$ cat src/rtl/input_cond_pkg.sv
// Shared constants for the board input conditioner: channel indices and
// debounce timing defaults for silicon and for short simulations.
package input_cond_pkg;

  // Channel assignment on the raw pin bus
  localparam int CH_SNSA = 0;
  localparam int CH_E    = 1;
  localparam int CH_SW7  = 2;

  // 1 ms at 100 MHz on hardware, a handful of cycles in simulation
  localparam int DB_CYCLES_DEFAULT = 100000;
  localparam int DB_CYCLES_SIM     = 4;
  localparam int CNT_W_DEFAULT     = 17;

endpackage : input_cond_pkg

$ cat src/rtl/debounce_ch.sv
// One conditioned input channel: two-flop synchroniser, stability counter,
// debounced level, registered rise/fall strobes and a T-FF on each rise.
module debounce_ch
  import input_cond_pkg::*;
#(
  parameter int DB_CYCLES = DB_CYCLES_DEFAULT,
  parameter int CNT_W     = CNT_W_DEFAULT
) (
  input  logic CLK,
  input  logic RST,
  input  logic raw_in,
  output logic level,
  output logic rise,
  output logic fall,
  output logic toggle
);

  // Terminal count: DB_CYCLES consecutive disagreeing samples accept the change
  localparam logic [CNT_W-1:0] CNT_TERM = CNT_W'(DB_CYCLES - 1);
  localparam logic [CNT_W-1:0] CNT_ZERO = {CNT_W{1'b0}};
  localparam logic [CNT_W-1:0] CNT_ONE  = {{(CNT_W-1){1'b0}}, 1'b1};

  logic             s1_r;
  logic             s2_r;
  logic [CNT_W-1:0] cnt_r;
  logic             level_r;
  logic             rise_r;
  logic             fall_r;
  logic             toggle_r;
  logic             differ_s;
  logic             terminal_s;

  assign differ_s   = (s2_r != level_r);
  assign terminal_s = (cnt_r == CNT_TERM);

  // Bring the asynchronous pin into the clock domain
  always_ff @(posedge CLK) begin
    if (RST) begin
      s1_r <= 1'b0;
      s2_r <= 1'b0;
    end else begin
      s1_r <= raw_in;
      s2_r <= s1_r;
    end
  end

  // Count consecutive disagreeing samples; accept the new level at terminal count
  always_ff @(posedge CLK) begin
    if (RST) begin
      cnt_r    <= CNT_ZERO;
      level_r  <= 1'b0;
      rise_r   <= 1'b0;
      fall_r   <= 1'b0;
      toggle_r <= 1'b0;
    end else begin
      rise_r <= 1'b0;
      fall_r <= 1'b0;
      if (!differ_s) begin
        // Any return to the current level restarts the qualification
        cnt_r <= CNT_ZERO;
      end else if (!terminal_s) begin
        cnt_r <= cnt_r + CNT_ONE;
      end else begin
        cnt_r    <= CNT_ZERO;
        level_r  <= s2_r;
        rise_r   <= s2_r;
        fall_r   <= ~s2_r;
        toggle_r <= toggle_r ^ s2_r;
      end
    end
  end

  assign level  = level_r;
  assign rise   = rise_r;
  assign fall   = fall_r;
  assign toggle = toggle_r;

endmodule : debounce_ch

$ cat src/rtl/input_conditioner.sv
// Receive side of the board I/O: conditions the raw switch/sensor pins into
// clean levels, edge strobes and toggle levels, and derives the over-current
// fault from the SnsA channel.
// Build option: define FAULT_LATCH_EN for a sticky fault cleared by clr_fault;
// otherwise fault is a plain copy of the debounced SnsA level.
module input_conditioner
  import input_cond_pkg::*;
#(
  parameter int N_CH      = 3,
  parameter int DB_CYCLES = DB_CYCLES_DEFAULT,
  parameter int CNT_W     = CNT_W_DEFAULT
) (
  input  logic            CLK,
  input  logic            RST,
  input  logic [N_CH-1:0] raw_in,
  input  logic            clr_fault,
  output logic [N_CH-1:0] level,
  output logic [N_CH-1:0] rise,
  output logic [N_CH-1:0] fall,
  output logic [N_CH-1:0] toggle,
  output logic            fault
);

  // Independent conditioning path per pin
  for (genvar gi = 0; gi < N_CH; gi++) begin : g_ch
    debounce_ch #(
      .DB_CYCLES (DB_CYCLES),
      .CNT_W     (CNT_W)
    ) u_ch (
      .CLK    (CLK),
      .RST    (RST),
      .raw_in (raw_in[gi]),
      .level  (level[gi]),
      .rise   (rise[gi]),
      .fall   (fall[gi]),
      .toggle (toggle[gi])
    );
  end

`ifdef FAULT_LATCH_EN
  logic fault_r;

  // Sticky fault: set by a SnsA rise strobe, which wins over a simultaneous clear
  always_ff @(posedge CLK) begin
    if (RST) begin
      fault_r <= 1'b0;
    end else if (rise[CH_SNSA]) begin
      fault_r <= 1'b1;
    end else if (clr_fault) begin
      fault_r <= 1'b0;
    end else begin
      fault_r <= fault_r;
    end
  end

  assign fault = fault_r;
`else
  logic unused_clr_s;

  // Without latching, the fault simply follows the debounced SnsA level
  assign fault        = level[CH_SNSA];
  assign unused_clr_s = clr_fault;
`endif

endmodule : input_conditioner
$ cat config.mk
export PLATFORM = sky130hd
export DESIGN_NAME = input_conditioner
export DESIGN_NICKNAME = d
export VERILOG_FILES = /design/src/rtl/input_cond_pkg.sv /design/src/rtl/debounce_ch.sv /design/src/rtl/input_conditioner.sv
export SDC_FILE = /design/constraint.sdc
export NUM_CORES = 1
export LEC_CHECK = 0
export BUFFER_PORTS_ARGS = -buffer_cell sky130_fd_sc_hd__buf_2
export CAP_MARGIN = 20
export CORE_UTILIZATION = 55
export CTS_BUF_LIST = sky130_fd_sc_hd__clkbuf_4
export DETAILED_ROUTE_END_ITERATION = 16
export GPL_ROUTABILITY_DRIVEN = 0
export PLACE_DENSITY = 0.81
export SYNTH_ARGS = -nofsm -noshare
export SYNTH_HDL_FRONTEND = slang
export SYNTH_SLANG_ARGS = --single-unit
$ cat constraint.sdc
create_clock -name CLK -period 1.95 [get_ports CLK]
set_input_delay 0.195 -clock CLK [delete_from_list [all_inputs] [get_ports CLK]]
set_output_delay 0.195 -clock CLK [all_outputs]
set_load 0.03 [all_outputs]
==> flow_summary.toml, run 1 <==
[sta]
final_max_slew_viol_count = 0
hold_violations = 0
tightestPinTransition_ns = 0.388
fmax_mhz = 560
max_slew_margin_pct = 73.9
fin_tns_setup_ns = 0
fin_skew_ns = 0.0195
finalSetupViolations = 0
finalCriticalPeriod_ns = 1.78
post-route-period-util_pct = 91.5
rsz0062_at_grt = "false"

[global_route]
overflow = 0
grt_pass1_vias = 2061
met3_usage_pct = 4.19
antenna_found_initial = 0
met2_usage_pct = 29.1
grt_start_max_net_pins = 20
grt_use_met1_pct = 25.0
busiest_layer = "met2"
grt_pass1_wl_mm = 8.89
grt_usage_pct = 19.2

[clock_network]
post-cts-setup-buffers = 0
cts_tree = "yes"
cts_buffers = 9
clk_pin_slew_ns = 0.12
clk_path_buf_depth = 2
insertion_delay_ns = 0.42
htree_levels = 3
clkSinkCount = 69
root_buffer = "clkbuf_4"

[synthesis]
ys_seq_area_share_pct = 45.9
ys_ff_latch = 69
synth_top_family_by_area = "simple AND/OR/NAND/NOR gates"
ys_async_sr_fraction_pct = 0
ys_warn_count = 0
ys.flop_type = "dfxtp_1"
synth-xor-area-share_pct = 11.6
syn_nets = 340
synth_compound_area_share_pct = 3.37
synth-edff-count = 0
syn_inst = 331
syn_area_mm2 = 0.00301
synth_fa_ha_area_share_pct = 1.25
ys_types = 38
synthSimpleGateAreaFrac_pct = 32.0
synthMuxAreaShare_pct = 0.998
postSynthAreaPerCell_um2 = 9.09

[final_layout]
drive_gt1_share_pct = 13.3
multi_input_area_mm2 = 0.00148
nets = 357
utilization_pct = 62.7
diodes = 0
finalInstanceArea_mm2 = 0.00327
seq_area_mm2 = 0.00138
num-fill-cells = 461
syn_to_final_growth_pct = 8.48
fin_cells = 423

[route]
vias = 2278
routedWlPerCell_um = 11.9
vias_per_cell = 5.39
drt-pass1-iter-count = 4
drtIter0Drc = 87
drt-total-wl_mm = 5.03
post-route-drc-count = 0
ant_nets = 0

[place]
placed_cell_area_mm2 = 0.00309
place_hpwl_mm = 3.58
dp.cells = 404
numPortBuffers = 17

[worst_setup_path]
worst_setup_path_start_kind = "register"
path_class = "register to register"
crit_start = "g_ch[0].u_ch.cnt_r[0]$_SDFF_PP0_"
r2r_cells = 5
timing.rr.end = "g_ch[0].u_ch.fall$_SDFF_PP0_"
reg2reg_slack_ns = 0.17
crit_arrival_ns = 2.14
r2r-start = "g_ch[0].u_ch.cnt_r[0]$_SDFF_PP0_"
required_ns = 2.30
endpoint_kind = "register"
endpoint = "g_ch[0].u_ch.fall$_SDFF_PP0_"
cp_max_fo = 7

[hold_path]
hold_path.class = "primary input to register"
hold_path.startpoint = "RST"

[floorplan]
num_rows = 26
dieArea_mm2 = 0.00577
ioPinCount = 19
die_h_um = 76.0
core_area_mm2 = 0.00520
dieWidth_um = 76.0
floorplan.initialDensity_pct = 57.8

[run_status]
outcome = "completed"

[power]
p_per_area_mw_per_mm2 = 731
leakage_nw = 1.13
vdd_ir_drop_max_uv = 425

[flow_run]
maxCapViolCount = 0
logic make-up after synthesis:
family	count (synthesis)
buffers and inverters	23
adders and majority gates	3
DFF	69
AOI/OAI and AO/OA	18
xor gates and xnor gates	40
and+or+nand+nor	175
muxes	3
registers in the layout, summed over array words and instances (netlist names):
| signal | flops |
|---|---|
| g_ch.u_ch.toggle | 3 |
| g_ch.u_ch.s1_r | 3 |
| g_ch.u_ch.level | 3 |
| g_ch.u_ch.fall | 3 |
| g_ch.u_ch.s2_r | 3 |
| g_ch.u_ch.rise | 3 |
| g_ch.u_ch.cnt_r | 51 |
synth_stat cells (all sizes together), types with 2 or more instances:
cell     n  area (um^2)
a21oi    9         48.8
or3      4         25.0
nand2b   7         43.8
nand2   20         75.1
and3     7         43.8
or4      6         48.8
xnor2   19          166
nor4b    2         17.5
mux2i    3         30.0
xor2    21          184
ha       3         37.5
clkbuf   2         7.51
nor4     9         56.3
buf     18          129
nand4   18          134
and4     5         43.8
inv      3         11.3
dfxtp   69         1380
o21ai    6         30.0
nor4bb   4         40.0
o31ai    2         15.0
nor2    55          206
nand3   17         85.1
or2      3         18.8
nor3     6         30.0
nor2b    8         50.1
how the worst min path moves through the flow:
stage / to / slack [ns] / cells past startpoint
5_1_grt: g_ch[1].u_ch.s2_r$_SDFF_PP0_ / 0.16 / 2
4_1_cts: g_ch[1].u_ch.level$_SDFFE_PP0P_ / 0.12 / 2
3_3_place_gp: g_ch[2].u_ch.s1_r$_SDFF_PP0_ / 0.41 / 2
2_1_floorplan: g_ch[0].u_ch.s1_r$_SDFF_PP0_ / 0.32 / 1
3_5_place_dp: g_ch[1].u_ch.s1_r$_SDFF_PP0_ / 0.41 / 2
6_report: g_ch[1].u_ch.level$_SDFFE_PP0P_ / 0.14 / 2
timing repair:
item	CTS	global route
resized for setup	0	1
endpoints found under the hold margin	3	0
setup endpoints to repair	0	1
hold buffers	3	0
critical path, cell delays in order (launching register included):
cell     delay (ns)
dfxtp_1        0.40
ha_1           0.22
and4_1         0.42
nand4_1        0.12
or4_1          0.43
nor2_1         0.14
cell usage in the layout, fill, tap and decap left out, types with 9 or more instances in the layout:
cell type  synthesis  layout
nor4_1             9       9
clkbuf_4           0       9
buf_2              4      17
dfxtp_1           69      69
nand2_1           20      20
xnor2_1           19      19
nor2_1            55      55
nand4_1           16      16
xor2_1            21      21
nand3_1           17      17
cell type report:
class	instances	area share, %
clock inverters	7	2.30
clock buffers	9	2.07
repair buffers	26	4.90
well taps	70	2.68
multi-input cells	239	45.4
flip-flops and latches	69	42.3
inverters	3	0.345
per-stage QoR:
stage	setup slack [ns]	hold WS, ns	power [mW]
6_report	0.166	0.141	2.39
5_1_grt	0.0201	0.159	2.49
4_1_cts	0.159	0.124	2.42
3_5_place_dp	0.178	0.412	1.48
3_3_place_gp	0.220	0.409	1.48
2_1_floorplan	0.318	0.323	1.47
routing by layer:
| layer | vias up | part of all wire (%) |
|---|---|---|
| met5 | - | 0 |
| met4 | 0 | 2.6 |
| met3 | 12 | 3.0 |
| met2 | 37 | 44 |
| met1 | 1050 | 51 |
| li1 | 1179 | - |
power by group:
group	leakage (nW)	switching (mW)	total [mW]	internal, mW
registers	0.557	0.00428	1.42	1.42
clock network	0.0702	0.536	0.931	0.394
logic	0.501	0.0197	0.0354	0.0158
total	1.13	0.560	2.39	1.83
Power figures use the tool's default switching activity.
==> inputs of run 2 (changes only) <==
--- a/config.mk
+++ b/config.mk
@@ -14,2 +14,3 @@
 export PLACE_DENSITY = 0.81
+export SLEW_MARGIN = 20
 export SYNTH_ARGS = -nofsm -noshare
==> constraint.sdc (replaced) <==
create_clock -name CLK -period 1.95 [get_ports CLK]
set_input_delay 0.0975 -clock CLK [delete_from_list [all_inputs] [get_ports CLK]]
set_output_delay 0.0975 -clock CLK [all_outputs]
set_load 0.03 [all_outputs]
==> run 2 against run 1 <==
Effect of this change:
- routed wire length grew 2.9%
- total power grew 10%
- sequential power is essentially flat
- combinational power is essentially flat
- critical path type unchanged
==> flow_summary.toml, run 2 (synthesis gave the netlist of run 1 again) <==
[run_status]
outcome = "completed"

[final_layout]
utilization_pct = 63.6
diodes = 0
largest_register_ffs = 51
nets = 357
syn_to_final_growth_pct = 9.98
drive_gt1_share_pct = 13.6
seq_area_mm2 = 0.00138
multi_input_area_mm2 = 0.00148
largest_register = "g_ch.u_ch.cnt_r"
final_cell_mix = "dfxtp_1 (69), nor2_1 (55), xor2_1 (21)"
final_common_cell = "dfxtp_1"
num-fill-cells = 455
finalInstanceArea_mm2 = 0.00331

[route]
drt-pass1-iter-count = 4
drtIter0Drc = 156
routedWlPerCell_um = 12.2
vias_per_cell = 5.45
ant_nets = 0
post-route-drc-count = 0
drt-total-wl_mm = 5.18
vias = 2304

[place]
placed_cell_area_mm2 = 0.00308
place_hpwl_mm = 3.49
numPortBuffers = 17

[sta]
fmax_mhz = 569
final_max_slew_viol_count = 0
tightestPinTransition_ns = 0.427
finalCriticalPeriod_ns = 1.76
rsz0062_at_grt = "false"
fin_skew_ns = 0.00917
hold_violations = 0
finalSetupViolations = 0
post-route-period-util_pct = 90.2
whs_ns = 0.0519
fin_tns_setup_ns = 0
max_slew_margin_pct = 71.3

[floorplan]
num_rows = 26
core_area_mm2 = 0.00520
die_h_um = 76.0
dieArea_mm2 = 0.00577
dieWidth_um = 76.0
floorplan.initialDensity_pct = 57.8
ioPinCount = 19

[hold_path]
hold_path.class = "primary input to register"
hold_depth = 2

[global_route]
grt_pass1_vias = 2001
antenna_found_initial = 0
grt_pass1_wl_mm = 8.88
grt_start_max_net_pins = 20
overflow = 0
grt_usage_pct = 19.4

[power]
vdd_ir_drop_max_uv = 486
p_clk_share_pct = 44.7
p_seq_share_pct = 54.0
pwr-share-comb_pct = 1.4
p_per_area_mw_per_mm2 = 795
p_sw_share_pct = 20.7
p_sw_mw = 0.545
intPower_mw = 2.09
leakage_nw = 1.15

[flow_run]
maxCapViolCount = 0

[clock_network]
clk_path_buf_depth = 2
insertion_delay_ns = 0.40
root_buffer = "clkbuf_4"
clkSinkCount = 69
htree_levels = 3
clk_pin_slew_ns = 0.12
cts_tree = "yes"
cts_buffers = 9

[worst_setup_path]
required_ns = 2.31
endpoint_kind = "register"
worst_setup_path_start_kind = "register"
crit_arrival_ns = 2.11
path_class = "register to register"
cp_max_fo = 5
r2r_cells = 5
-- run 2: cell types whose count changed in the layout (fill, tap and decap cells not counted) --
cell        previous run  this run
clkinvlp_4             2         1
bufinv_16              1         3
clkinv_1               1         0
clkinv_4               2         0
clkinv_2               0         1
inv_6                  1         2
-- run 2: final timing paths --
path / startpoint / endpoint / slack (ns)
setup / recovery: g_ch[1].u_ch.cnt_r[0]$_SDFF_PP0_ / g_ch[1].u_ch.cnt_r[16]$_SDFF_PP0_ / 0.19
hold / removal: RST / g_ch[1].u_ch.level$_SDFFE_PP0P_ / 0.05
setup reg to reg: g_ch[1].u_ch.cnt_r[0]$_SDFF_PP0_ / g_ch[1].u_ch.cnt_r[16]$_SDFF_PP0_ / 0.19
hold reg to reg: g_ch[2].u_ch.s1_r$_SDFF_PP0_ / g_ch[2].u_ch.s2_r$_SDFF_PP0_ / 0.45
-- run 2: area by class of cell --
cell class,instances,area share [%]
clock buffers,9,2.04
flip-flops and latches,69,41.7
well taps,70,2.65
clock inverters,7,3.63
multi-input cells,239,44.8
inverters,3,0.340
repair buffers,26,4.84
-- run 2: metrics by stage --
stage / worst slack [ns] / power, mW / std cells
after global placement: 0.212 / 1.48 / 403
final: 0.192 / 2.63 / 423
after global routing: 0.0513 / 2.73 / 423
after CTS: 0.158 / 2.66 / 422
after detailed placement: 0.174 / 1.48 / 403
after floorplan: 0.318 / 1.47 / 331
-- run 2: timing repair --
| item | 4_1_cts | 5_1_grt |
|---|---|---|
| resized for setup | 0 | 1 |
| setup endpoints to repair | 0 | 2 |
| hold buffers | 3 | 0 |
| hold endpoints to repair | 3 | 0 |
| buffers inserted | 0 | 1 |
-- run 2: metal layers --
metal / vias up / track usage, % / wire length (um)
met3: 12 / 4.07 / 181
li1: 1181 / - / -
met5: - / 0 / 0
met1: 1067 / 24.9 / 2530
met4: 0 / 12.3 / 125
met2: 44 / 29.6 / 2340
-- run 2: worst max-delay path, stage by stage (launching register included) --
cell,delay [ns]
dfxtp_1,0.41
ha_1,0.23
and4_1,0.32
nand2_1,0.10
or4_4,0.51
a21oi_2,0.14
-- run 2: power by group through the flow --
stage | combinational (mW) | clock [mW] | sequential (mW)
after global routing | 0.0400 | 1.26 | 1.42
final | 0.0357 | 1.18 | 1.42
after CTS | 0.0354 | 1.20 | 1.42
after floorplan | 0.0208 | 0 | 1.45
after global placement | 0.0302 | 0 | 1.45
after detailed placement | 0.0309 | 0 | 1.45
==> inputs of run 3 (changes only) <==
- clock period: 1.95 -> 2.28 ns (I/O delays scaled with it)
==> run 3 against run 2 <==
Effect of this change:
- via count decreased by 0.74%
- utilization decreased by 0.62 points
- register-to-register slack improved by 0.18 ns
- total power decreased by 15%
- first-iteration DRC count decreased by 33%
- highest routed layer unchanged
- clock-buffer cell count increased by 1
- clock skew increased by 0.011 ns
- die area unchanged
==> flow_summary.toml, run 3 (synthesis gave the netlist of run 1 again) <==
[run_status]
outcome = "completed"

[worst_setup_path]
max_stage_delay_ns = 0.49
crit_start = "g_ch[2].u_ch.cnt_r[0]$_SDFF_PP0_"
endpoint_kind = "register"
required_ns = 2.54
crit_path_top_delay_cell = "nand2_1"
r2r-start = "g_ch[2].u_ch.cnt_r[0]$_SDFF_PP0_"
worst_setup_path_start_kind = "register"
cp_max_fo = 16
path_cells = "ha_1 > and4_1 > nand4_1 > nand2_1 > nor2_1"
crit_arrival_ns = 2.17
path_class = "register to register"

[route]
vias_per_cell = 5.46
post-route-drc-count = 0
ant_nets = 0
vias = 2287
drtIter0Drc = 104
drt-pass1-iter-count = 4
routedWlPerCell_um = 12.9
drt-total-wl_mm = 5.42

[clock_network]
root_buffer = "clkbuf_4"
clkSinkCount = 69
cts_buffers = 9
clk_pin_slew_ns = 0.12
ctsHoldBuffers = 3
post-cts-setup-buffers = 0
cts_resized = 0
insertion_delay_ns = 0.40
htree_levels = 3
clk_path_buf_depth = 2
cts_tree = "yes"

[final_layout]
largest_register = "g_ch.u_ch.cnt_r"
finalInstanceArea_mm2 = 0.00328
nets = 353
final_cell_mix = "dfxtp_1 (69), nor2_1 (55), xor2_1 (21)"
num-fill-cells = 424
seq_area_mm2 = 0.00138
largest_register_ffs = 51
syn_to_final_growth_pct = 8.89
utilization_pct = 63.0
final_common_cell = "dfxtp_1"
diodes = 0
multi_input_area_mm2 = 0.00148
drive_gt1_share_pct = 12.3

[place]
placed_cell_area_mm2 = 0.00306
place_ws_ns = 0.393
place_hpwl_mm = 3.61
numPortBuffers = 17

[global_route]
antenna_found_initial = 0
overflow = 0
grt_start_max_net_pins = 20
grt_pass1_vias = 2178
grt_pass1_wl_mm = 9.51
grt_usage_pct = 20.5

[floorplan]
dieWidth_um = 76.0
dieArea_mm2 = 0.00577
ioPinCount = 19
floorplan.initialDensity_pct = 57.8
die_h_um = 76.0
core_area_mm2 = 0.00520
num_rows = 26

[sta]
final_max_slew_viol_count = 0
fin_ws_ns = 0.368
post-route-period-util_pct = 83.8
fmax_mhz = 523
fin_tns_setup_ns = 0
rsz0062_at_grt = "false"
whs_ns = 0.0887
tightestPinTransition_ns = 0.492
hold_violations = 0
max_slew_margin_pct = 67.2
finalSetupViolations = 0
finalCriticalPeriod_ns = 1.91
fin_skew_ns = 0.0200

[power]
p_sw_share_pct = 19.9
intPower_mw = 1.79
p_per_area_mw_per_mm2 = 682
p_clk_share_pct = 44.3
p_seq_share_pct = 54.3
leakage_nw = 1.13
p_sw_mw = 0.445
pwr-share-comb_pct = 1.3
vdd_ir_drop_max_uv = 550

[hold_path]
hold_path.class = "primary input to register"
hold_path.startpoint = "RST"

[flow_run]
maxCapViolCount = 0
==> run 3: cell types whose count changed in the layout (fill, tap and decap cells not counted), sizes merged <==
cell	before	now
buf	23	19
clkinv	1	2
inv	5	3
clkbuf	9	10
==> run 3: area by class of cell <==
| cell class | instances | share of cell area [%] |
|---|---|---|
| flip-flops and latches | 69 | 42.1 |
| clock buffers | 10 | 2.29 |
| clock inverters | 6 | 3.40 |
| multi-input cells | 239 | 45.2 |
| repair buffers | 22 | 3.97 |
| well taps | 70 | 2.67 |
| inverters | 3 | 0.344 |
==> run 3: path summary, 6_finish.rpt <==
| check | end | slack, ns | depth (start not counted) |
|---|---|---|---|
| max | g_ch[2].u_ch.cnt_r[7]$_SDFF_PP0_ | 0.37 | 5 |
| min | g_ch[1].u_ch.level$_SDFFE_PP0P_ | 0.09 | 2 |
| max reg2reg | g_ch[2].u_ch.cnt_r[7]$_SDFF_PP0_ | 0.37 | 5 |
| min reg2reg | g_ch[1].u_ch.s2_r$_SDFF_PP0_ | 0.45 | 1 |
==> run 3: power groups by stage <==
stage                     Clock, mW  Sequential, mW  Combinational, mW
after floorplan                   0            1.24             0.0178
after global placement            0            1.24             0.0250
after detailed placement          0            1.24             0.0259
after CTS                      1.03            1.22             0.0301
after global routing           1.07            1.22             0.0333
final                         0.991            1.22             0.0299
==> run 3: metal layers <==
metal | track usage, % | up-vias | wire length (um)
li1 | - | 1170 | -
met1 | 24.7 | 1065 | 2600
met3 | 6.71 | 5 | 188
met5 | 0 | - | 0
met4 | 9.04 | 0 | 57
met2 | 33.4 | 47 | 2580
==> run 3: worst max-delay path, delay by kind of cell, from the launching register on <==
kind | cells | cell delay, ns
adder cells (fa/ha/maj) | 1 | 0.25
flip-flops | 1 | 0.41
AND/OR/NAND/NOR | 4 | 1.13
==> run 3: per-stage QoR <==
step	std cells	total power, mW
global placement	400	1.27
global route	419	2.32
CTS	419	2.27
floorplan	331	1.26
finish	419	2.24
detailed placement	400	1.27
